[config.mk]
export PLATFORM = sky130hd
export DESIGN_NAME = bcd6_display_scan
export DESIGN_NICKNAME = d
export VERILOG_FILES = /design/src/rtl/bcd_disp_pkg.sv /design/src/rtl/bcd_to_seg7.sv /design/src/rtl/bcd6_display_scan.sv
export SDC_FILE = /design/constraint.sdc
export NUM_CORES = 1
export LEC_CHECK = 0
export CAP_MARGIN = 20
export CORE_MARGIN = 4
export CORE_UTILIZATION = 35
export CTS_CLUSTER_SIZE = 24
export DETAILED_ROUTE_END_ITERATION = 8
export GPL_TIMING_DRIVEN = 0
export HOLD_SLACK_MARGIN = 0.05
export PLACE_DENSITY = 0.6
export SLEW_MARGIN = 10
export SYNTH_ARGS = -nofsm -noshare
export SYNTH_HDL_FRONTEND = slang
export SYNTH_SLANG_ARGS = --single-unit
[constraint.sdc]
create_clock -name i_clk -period 7.3 [get_ports i_clk]
set_input_delay 1.46 -clock i_clk [delete_from_list [all_inputs] [get_ports i_clk]]
set_output_delay 1.46 -clock i_clk [all_outputs]
set_load 0.1 [all_outputs]
[src/rtl/bcd_disp_pkg.sv]
// Shared constants for the six-digit BCD display scanner.
// Holds the digit count, the active-low seven-segment glyphs ({g,f,e,d,c,b,a}),
// the all-off anode pattern and a helper that builds a one-hot active-low
// anode word from a digit index.
package bcd_disp_pkg;

    localparam int NUM_DIGITS = 6;

    localparam logic [6:0] SEG_0    = 7'b1000000;
    localparam logic [6:0] SEG_1    = 7'b1111001;
    localparam logic [6:0] SEG_2    = 7'b0100100;
    localparam logic [6:0] SEG_3    = 7'b0110000;
    localparam logic [6:0] SEG_4    = 7'b0011001;
    localparam logic [6:0] SEG_5    = 7'b0010010;
    localparam logic [6:0] SEG_6    = 7'b0000010;
    localparam logic [6:0] SEG_7    = 7'b1111000;
    localparam logic [6:0] SEG_8    = 7'b0000000;
    localparam logic [6:0] SEG_9    = 7'b0010000;
    localparam logic [6:0] SEG_DASH = 7'b0111111;
    localparam logic [6:0] SEG_OFF  = 7'b1111111;

    localparam logic [NUM_DIGITS-1:0] AN_OFF = 6'b111111;

    // Active-low one-hot anode word selecting digit idx.
    function automatic logic [NUM_DIGITS-1:0] an_select(input logic [2:0] idx);
        an_select = ~(6'b000001 << idx);
    endfunction

endpackage

[src/rtl/bcd_to_seg7.sv]
// Combinational BCD nibble to seven-segment decoder.
// Ports:
//   i_nibble  4-bit digit value
//   o_seg     active-low segments {g,f,e,d,c,b,a}; values above 9 give a dash
module bcd_to_seg7
    import bcd_disp_pkg::*;
(
    input  logic [3:0] i_nibble,
    output logic [6:0] o_seg
);

    always_comb begin
        o_seg = SEG_DASH;
        case (i_nibble)
            4'd0:    o_seg = SEG_0;
            4'd1:    o_seg = SEG_1;
            4'd2:    o_seg = SEG_2;
            4'd3:    o_seg = SEG_3;
            4'd4:    o_seg = SEG_4;
            4'd5:    o_seg = SEG_5;
            4'd6:    o_seg = SEG_6;
            4'd7:    o_seg = SEG_7;
            4'd8:    o_seg = SEG_8;
            4'd9:    o_seg = SEG_9;
            default: o_seg = SEG_DASH;
        endcase
    end

endmodule

[src/rtl/bcd6_display_scan.sv]
// Six-digit multiplexed BCD display scanner with leading-zero blanking.
// A LOAD strobe captures six packed BCD digits into a shadow register; a
// prescaler divides the clock into digit slots and a digit index walks 0..5,
// driving one active-low anode and the matching active-low segment pattern.
// Ports:
//   i_clk       clock, rising edge
//   i_clr_n     synchronous active-low reset
//   i_ena       display enable; 0 blanks all anodes and holds the scan
//   i_load      one-cycle capture strobe for i_bcd_in
//   i_bcd_in    six BCD digits, [3:0] least significant
//   i_blank_en  leading-zero blanking enable
//   o_ack       one-cycle pulse after each capture
//   o_err       sticky: shadow holds a nibble above 9
//   o_an        active-low one-hot digit anodes
//   o_seg       active-low segments {g,f,e,d,c,b,a}
module bcd6_display_scan
    import bcd_disp_pkg::*;
#(
    parameter int SCAN_DIV  = 50000,
    parameter bit BLANK_DEF = 1'b1
) (
    input  logic        i_clk,
    input  logic        i_clr_n,
    input  logic        i_ena,
    input  logic        i_load,
    input  logic [23:0] i_bcd_in,
    input  logic        i_blank_en,
    output logic        o_ack,
    output logic        o_err,
    output logic [5:0]  o_an,
    output logic [6:0]  o_seg
);

    localparam int               CNT_W    = $clog2(SCAN_DIV);
    localparam logic [CNT_W-1:0] CNT_LAST = CNT_W'(SCAN_DIV - 1);
    localparam logic [2:0]       IDX_LAST = 3'(NUM_DIGITS - 1);

    logic [CNT_W-1:0] r_cnt;
    logic [2:0]       r_idx;
    logic             r_live;    // set by the first tick after reset; outputs stay dark until then
    logic [23:0]      r_shadow;
    logic             r_blank;
    logic             r_ack;
    logic             r_err;
    logic [5:0]       r_an;
    logic [6:0]       r_seg;

    logic             w_tick;
    logic             w_bad_in;
    logic [2:0]       w_msd;
    logic [3:0]       w_nibble;
    logic [6:0]       w_glyph;
    logic             w_blanked;

    assign w_tick = i_ena && (r_cnt == CNT_LAST);

    always_comb begin
        w_bad_in = 1'b0;
        for (int i = 0; i < NUM_DIGITS; i++) begin
            if (i_bcd_in[4*i +: 4] > 4'd9) w_bad_in = 1'b1;
        end
    end

    // Most significant nonzero digit of the shadow; an all-zero value leaves
    // it at 0 so digit 0 is never blanked. Non-BCD nibbles count as nonzero.
    always_comb begin
        w_msd = 3'd0;
        for (int i = 1; i < NUM_DIGITS; i++) begin
            if (r_shadow[4*i +: 4] != 4'd0) w_msd = 3'(i);
        end
    end

    assign w_nibble  = r_shadow[{r_idx, 2'b00} +: 4];
    assign w_blanked = r_blank && (r_idx > w_msd);

    bcd_to_seg7 u_dec (
        .i_nibble (w_nibble),
        .o_seg    (w_glyph)
    );

    always_ff @(posedge i_clk) begin
        if (!i_clr_n) begin
            r_cnt    <= '0;
            r_idx    <= 3'd0;
            r_live   <= 1'b0;
            r_shadow <= 24'd0;
            r_blank  <= BLANK_DEF;
            r_ack    <= 1'b0;
            r_err    <= 1'b0;
            r_an     <= AN_OFF;
            r_seg    <= SEG_OFF;
        end else begin
            r_blank <= i_blank_en;
            r_ack   <= i_load;
            if (i_load) begin
                r_shadow <= i_bcd_in;
                r_err    <= w_bad_in;
            end

            if (i_ena) begin
                r_cnt <= w_tick ? '0 : r_cnt + 1'b1;
            end

            // The first tick only lights digit 0; later ticks advance the index.
            if (w_tick) begin
                if (!r_live) begin
                    r_live <= 1'b1;
                end else begin
                    r_idx <= (r_idx == IDX_LAST) ? 3'd0 : r_idx + 3'd1;
                end
            end

            r_an  <= (r_live && i_ena) ? an_select(r_idx) : AN_OFF;
            r_seg <= (!r_live || w_blanked) ? SEG_OFF : w_glyph;
        end
    end

    assign o_ack = r_ack;
    assign o_err = r_err;
    assign o_an  = r_an;
    assign o_seg = r_seg;

endmodule

Word-level counts from Yosys, hierarchy flattened
Memories as Yosys holds them, arrays and structs flattened. A register that Yosys moved wholly into a read port is not among the register bits.
Index checks and enable logic that the tools add are counted.

cells by class
  add/sub/neg operators = 2
  order comparisons = 7
  equality and inequality tests = 2
  shifts and indexed selects = 2
  multiplexer cells = 13
  bitwise gates (word level) = 2
  reduce and logical (&&, ||, !) cells = 13

operators with widths
  kind                                                                count
  4-bit greater-than comparator (second input constant)               6
  24-bit by 6-bit variable part select with 4-bit output              1
  4-bit nonzero test                                                  5
  16-bit by 1-bit adder with 16-bit output (second input constant)    1
  16-bit == test (second input constant)                              1
  16-bit 2-to-1 mux                                                   1
  3-bit 2-to-1 mux                                                    5
  1-bit 2-to-1 mux                                                    7
  6-bit inverter                                                      1
  1-bit by 3-bit << shifter with 6-bit output (first input constant)  1
  2-bit AND reduction                                                 2
  3-bit by 1-bit adder with 3-bit output (second input constant)      1
  3-bit == test (second input constant)                               1
  3-bit greater-than comparator                                       1
  1-bit logical AND                                                   3
  2-bit OR reduction                                                  1
  1-bit zero test                                                     1
  1-bit logical OR                                                    1
  1-bit inverter                                                      1

word-level totals
  bits in registers = 53
  memory bits (read-only) = 112
  input port bits = 29
  output and inout port bits = 15
  logic and storage cells = 50
  memories kept = 1

memory list
  name              depth  bits a word  rd ports  clocked after Yosys merged registers in  write ports  RTL line           RTL
  (name not given)  16     7            1         1                                        0            bcd_to_seg7.sv:14  case (i_nibble)

Logic depth before layout (Yosys ltp)
Gate-level depths: netlist (run 1).

  depth after elaboration = 10
  mapped depth = 10
  gate-level depth less buffers = 10

Cells and area by module
A second synthesis (run 1) with hierarchy kept.

unflattened totals
  cells, all modules = 298
  area total of the unflattened synthesis = 2,915.3 um^2

modules (own cells, without submodules)
  module             instances  cells each  area an instance (um^2)  sequential area each (um^2)
  bcd6_display_scan  1          267         2,675.1                  1,201.2
  bcd_to_seg7        1          31          240.2                    0.0

Worst setup path after synthesis (run 1)
OpenSTA, ideal clock, no wires.

  kind = input-to-reg
  start point = input i_ena
  end point = register r_idx[2]
  setup time = 0.066 ns
  arrival time = 2.789 ns
  required time = 7.234 ns
  slack = 4.445 ns
  stages = 6
  path buffers = 1
  cell sequence = clkbuf_1 > nand4_1 > nor4_4 > nand2_2 > a311o_1 > a21boi_2

between the ends
  word-level cells in the longest chain between the ends = 2

ends and longest elaborated chain
  element                               RTL line                  RTL
  start: declaration                    bcd6_display_scan.sv:24   input logic i_ena,
  1-bit logical AND                     bcd6_display_scan.sv:55   assign w_tick = i_ena && (r_cnt == CNT_LAST);
  2-bit AND reduction (no source line)  --
  end signal: assignment                bcd6_display_scan.sv:109  r_idx <= (r_idx == IDX_LAST) ? 3'd0 : r_idx + 3'd1;
  end: declaration                      bcd6_display_scan.sv:39   logic [2:0] r_idx;

No other way between the ends.
A chain may end at the register's enable or synchronous reset.

Final worst setup path (run 1)
  start point = register r_err (netlist: o_err)
  end point = output o_err

RTL lines
  element                   RTL line                 RTL
  start: declaration        bcd6_display_scan.sv:44  logic r_err;
  start signal: assignment  bcd6_display_scan.sv:97  r_err <= w_bad_in;
  end: declaration          bcd6_display_scan.sv:29  output logic o_err,

No word-level cell between the ends.

==> flow_summary.toml, run 1 <==
[synth]
seq_area_frac_synth = 0.430
synth_area_per_cell_um2 = 9.76
synth_edf_count = 0
synth_top_area_frac = 0.430
syn_area_um2 = 2790
ys_ff_latch = 60
synthArstFlopShare = 0
synth_cell_types = 44
ys.flop_type = "dfxtp_1"
synthCells = 286
yosys_warnings = 0
synth_nets = 325
yosysTopAreaCell = "dfxtp_1"
synthMostInstantiatedCell = "dfxtp_1"
synth_area_leaders = "dfxtp_1 (43%), mux2i_1 (12%), nor2b_1 (5.8%)"
synth_common_cells = "dfxtp_1 (60), mux2i_1 (34), nor2b_1 (26)"

[worst_setup_path]
r2r_cells = 9
critPathSlowestCell = "clkdlybuf4s50_1"
cp-end-kind = "primary output"
cp.arrival_ps = 1800
r2r-end = "o_seg[4]"
r2r_slack_ps = 4520
cp.required_ps = 5840
criticalPathCategory = "flip-flop to primary output"
max_stage_delay_ps = 1130
crit_family = "buffers and inverters"
path_cells = "clkdlybuf4s50_1"
cp_max_fo = 2
startpoint_type = "flip-flop"
reg2reg_from = "r_shadow[16]"
path_buf_inv = 1

[final_layout]
fillCellCount = 734
area_growth_pct = 28.2
drive_above_1_share = 0.0991
diodes = 0
fin_nets = 377

[floorplan]
fp-row-count = 32
start_util = 0.361
die_x_um = 97.3
core_area_um2 = 7730
dieArea_um2 = 9470
io_pins = 44
die_h_um = 97.3

[clock_tree]
cts_buffers = 9
cts_tree = "built"
insertion_delay_ps = 340
ctsLongestPathBuffers = 2
htree_levels = 3
cts.sinks = 60
cts-resized-gates = 0
cts_hold_buf = 0
cts-root-buf = "clkbuf_8"
cts.clk_slew.worst_paths_ps = 70
postCtsSetupRepairBufs = 0

[placement]
place_ws_ps = 4100
dpl.hpwl_um = 4560
gp_congestion = 0.807
portBuffers = 41

[timing]
timing.slew.headroom = 0.352
rsz0062_at_grt = "no"
worstMarginPinSlew_ps = 970
tns_ps = 0
setup_viol = 0
period_needed_ps = 3260
fmax_mhz = 307
fin_skew_ps = 10.2
drv_slew = 0
finalWorstSetupSlack_ps = 4040
finalHoldViolCount = 0
fin_crit_sh = 0.446

[global_route]
grt_pass1_wl_um = 10100
antenna_found_initial = 0
grt_usage = 0.134
grt_max_degree = 11
grt_pass1_vias = 2147
grt-ovfl-total = 0

[route]
vias = 2168
totalWireLength_um = 6120
via_per_inst = 4.87
postRouteAntennaNets = 0
drt_iter0_drc = 87
routedWlPerCell_um = 13.7
drcViolationCount = 0
drtPass1Iterations = 4

[power_and_ir_drop]
cellPowerDensity_nw_per_um2 = 221
power.leakage_nw = 1.38
power.total_uw = 790
vdd_drop_max_v = 0.000115

[min_path]
hp-start = "r_live"
hold_class = "flip-flop to flip-flop"
whs_endpoint = "o_an[3]"
holdPathStages = 1

[outcome]
outcome = "finished, final reports clean"

[job]
maxCapViolCount = 0
cell usage in the layout, fill, tap and decap left out, drive strengths merged, types with 10 or more instances in the layout:
cell	count
mux2i	34
nor2b	26
clkdlybuf4s50	41
dfxtp	60
o21ai	14
nor2	24
nand3	11
nand2	15
clkbuf	18
ha	10
state kept, by name, summed over array words and instances, names as in the netlist:
signal	flops
o_ack	1
o_an	6
o_err	1
o_seg	7
r_blank	1
r_cnt	16
r_idx	3
r_live	1
r_shadow	24
where the power goes:
part	switching, mW	total [mW]	leakage, nW	internal [mW]
logic	0.0360	0.0738	0.766	0.0378
registers	0.00751	0.345	0.490	0.337
clock network	0.126	0.371	0.127	0.245
total	0.170	0.790	1.38	0.620
per-stage QoR:
step / util / instances / hold WS, ps / instance area (um^2)
floorplan: - / 286 / 437 / 2790
global placement: 0.431 / 429 / 460 / 3330
detailed placement: 0.431 / 429 / 465 / 3330
CTS: 0.463 / 445 / 472 / 3580
global route: 0.463 / 445 / 510 / 3580
finish: 0.463 / 445 / 475 / 3580
routing by layer:
layer | share of wire | track usage | wire length [um]
met4 | 0.017 | 0.0671 | 102
met5 | 0 | 0 | 0
met1 | 0.50 | 0.179 | 3050
met3 | 0.052 | 0.0330 | 316
met2 | 0.43 | 0.200 | 2650
worst max path at each step:
stage          startpoint  endpoint  depth (start not counted)  slack [ps]
6_report            o_err     o_err                          1        4040
5_1_grt             o_err     o_err                          1        3990
4_1_cts           o_an[3]   o_an[3]                          1        4010
3_5_place_dp        i_ena  r_cnt[5]                          6        4100
3_3_place_gp        i_ena  r_cnt[5]                          6        4110
2_1_floorplan       i_ena  r_idx[2]                          6        4450
cells by family (layout without fill, tap and decap cells):
family / Yosys count / after routing / share of synthesized area
XOR/XNOR: 15 / 15 / 0.0471
buffers and inverters: 21 / 78 / 0.0327
AND/OR/NAND/NOR: 105 / 105 / 0.211
flip-flops: 60 / 60 / 0.430
adder cells (fa/ha/maj): 10 / 10 / 0.0448
AO/OA/AOI/OAI: 35 / 35 / 0.0879
multiplexers: 40 / 40 / 0.146
final cells by class:
| class | instances | area [um^2] | area share |
|---|---|---|---|
| Buffer | 12 | 57.6 | 0.0161 |
| Clock buffer | 12 | 155 | 0.0433 |
| Clock inverter | 4 | 95.1 | 0.0266 |
| Inverter | 9 | 33.8 | 0.00944 |
| Multi-Input combinational cell | 205 | 1500 | 0.419 |
| Sequential cell | 60 | 1200 | 0.336 |
| Tap cell | 102 | 128 | 0.0357 |
| Timing Repair Buffer | 41 | 410 | 0.115 |
Power figures use the tool's default switching activity.
==> run 2: changes to the inputs <==
==> constraint.sdc (replaced) <==
create_clock -name i_clk -period 3.1 [get_ports i_clk]
set_input_delay 0.62 -clock i_clk [delete_from_list [all_inputs] [get_ports i_clk]]
set_output_delay 0.62 -clock i_clk [all_outputs]
set_load 0.1 [all_outputs]
==> results of run 2 <==
The final DEF is identical to that of run 1. Status: finished, final reports clean.
Main changes from that run: setup slack after placement 4100 ps -> 416 ps; setup slack after layout 4040 ps -> 318 ps; start point of the critical path o_err -> r_shadow[16]; end point of the critical path o_err -> o_seg[4]; register-to-register setup slack 4520 ps -> 320 ps; total power 0.790 mW -> 1.86 mW; worst IR drop on VDD 0.000115 V -> 0.000272 V
==> run 3: changes to the inputs <==
--- a/config.mk
+++ b/config.mk
@@ -7,12 +7,12 @@
 export LEC_CHECK = 0
 export CAP_MARGIN = 20
 export CORE_MARGIN = 4
-export CORE_UTILIZATION = 35
+export CORE_UTILIZATION = 50
 export CTS_CLUSTER_SIZE = 24
 export DETAILED_ROUTE_END_ITERATION = 8
 export GPL_TIMING_DRIVEN = 0
 export HOLD_SLACK_MARGIN = 0.05
-export PLACE_DENSITY = 0.6
+export PLACE_DENSITY = 0.79
 export SLEW_MARGIN = 10
 export SYNTH_ARGS = -nofsm -noshare
 export SYNTH_HDL_FRONTEND = slang
==> run 3 against run 2 <==
  * Via count unchanged
  * Critical path type unchanged
  * Core utilization grew 19 points
  * Critical path depth did not move
  * Cell count is 7.4% lower
  * Worst setup slack better by 53 ps
  * Die area fell by 28%
  * Combinational power about the same
==> flow_summary.toml, run 3 (synthesis results as in run 1) <==
[power_and_ir_drop]
cellPowerDensity_nw_per_um2 = 462
vdd_drop_max_v = 0.000288
power.leakage_nw = 1.35

[clock_tree]
ctsLongestPathBuffers = 2
cts-root-buf = "clkbuf_8"
cts_tree = "built"
insertion_delay_ps = 340
cts.sinks = 60
cts-resized-gates = 0
cts.clk_slew.worst_paths_ps = 60
cts_hold_buf = 0
cts_buffers = 9
postCtsSetupRepairBufs = 0
htree_levels = 3

[global_route]
grt_usage = 0.188
grt_pass1_vias = 2075
grt_max_degree = 11
grt-ovfl-total = 0
antenna_found_initial = 0
grt_pass1_wl_um = 9490

[floorplan]
io_pins = 44
start_util = 0.530
die_x_um = 82.7
core_area_um2 = 5270
die_h_um = 82.7
fp-row-count = 26
dieArea_um2 = 6840

[final_layout]
fillCellCount = 473
multi_input_area_um2 = 1500
fin_nets = 377
regArea_um2 = 1200
largest_reg_flops = 24
final_cell_mix = "dfxtp_1 (60), clkdlybuf4s50_1 (41), mux2i_1 (34)"
drive_above_1_share = 0.0936
area_growth_pct = 23.9
layout_commonest_cell = "dfxtp_1"
top_register = "r_shadow"
diodes = 0

[timing]
drv_slew = 0
finalHoldViolCount = 0
worstMarginPinSlew_ps = 971
tns_ps = 0
hold_slack_ps = 501
period_needed_ps = 2730
setup_viol = 0
fin_crit_sh = 0.880
fmax_mhz = 366
fin_skew_ps = 6.64
timing.slew.headroom = 0.351
rsz0062_at_grt = "no"

[worst_setup_path]
cp-end-kind = "flip-flop"
criticalPathCategory = "flip-flop to flip-flop"
cp.arrival_ps = 2910
startpoint_type = "flip-flop"
r2r_slack_ps = 370
cp.required_ps = 3280
cp_max_fo = 4

[route]
drt_iter0_drc = 126
drtPass1Iterations = 4
drcViolationCount = 0
totalWireLength_um = 5760
vias = 2168
routedWlPerCell_um = 14.0
via_per_inst = 5.26
postRouteAntennaNets = 0

[placement]
gp_congestion = 0.857
dpl.hpwl_um = 4300
portBuffers = 41

[job]
maxCapViolCount = 0

[min_path]
hold_class = "flip-flop to flip-flop"

[outcome]
outcome = "finished, final reports clean"
## run 3: path summary, 6_finish.rpt
kind	start	endpoint	depth (start not counted)
max	r_shadow[16]	o_seg[0]	9
min	r_live	o_an[3]	1
max reg2reg	r_shadow[16]	o_seg[0]	9
min reg2reg	r_live	o_an[3]	1
## run 3: final cells by class
class	count	area share
Buffer	12	0.0166
Clock inverter	2	0.00289
Sequential cell	60	0.347
Clock buffer	13	0.0459
Inverter	9	0.00977
Multi-Input combinational cell	205	0.433
Tap cell	70	0.0253
Timing Repair Buffer	41	0.119
## run 3: routing by layer
metal	part of all wire	global-route usage	routed length, um	vias up
li1	-	-	-	1113
met1	0.45	0.216	2580	993
met2	0.48	0.315	2780	51
met3	0.049	0.0683	283	11
met4	0.020	0.0768	113	0
met5	0	0	0	-
## run 3: worst max-delay path, cell delays in order, from the launching register on
cell	delay, ps
dfxtp_1	320
or4_1	580
nor2_1	170
o21ai_0	120
ha_1	290
nor2b_1	120
o21ai_0	140
a21oi_1	100
nor4_1	590
a32oi_1	130
## run 3: per-stage QoR
stage / utilization / instances / worst slack [ps] / total power [mW] / area, um^2
after detailed placement: 0.624 / 397 / 459 / 1.00 / 3290
after global placement: 0.624 / 397 / 486 / 0.998 / 3290
final: 0.656 / 412 / 371 / 1.60 / 3460
after global routing: 0.656 / 412 / 197 / 1.66 / 3460
after floorplan: - / 286 / 770 / 0.935 / 2790
after CTS: 0.656 / 412 / 434 / 1.61 / 3460
## run 3: report_power, final
group | internal, mW | switching [mW]
Clock | 0.327 | 0.283
Sequential | 0.795 | 0.0173
Combinational | 0.0892 | 0.0858
Total | 1.21 | 0.386
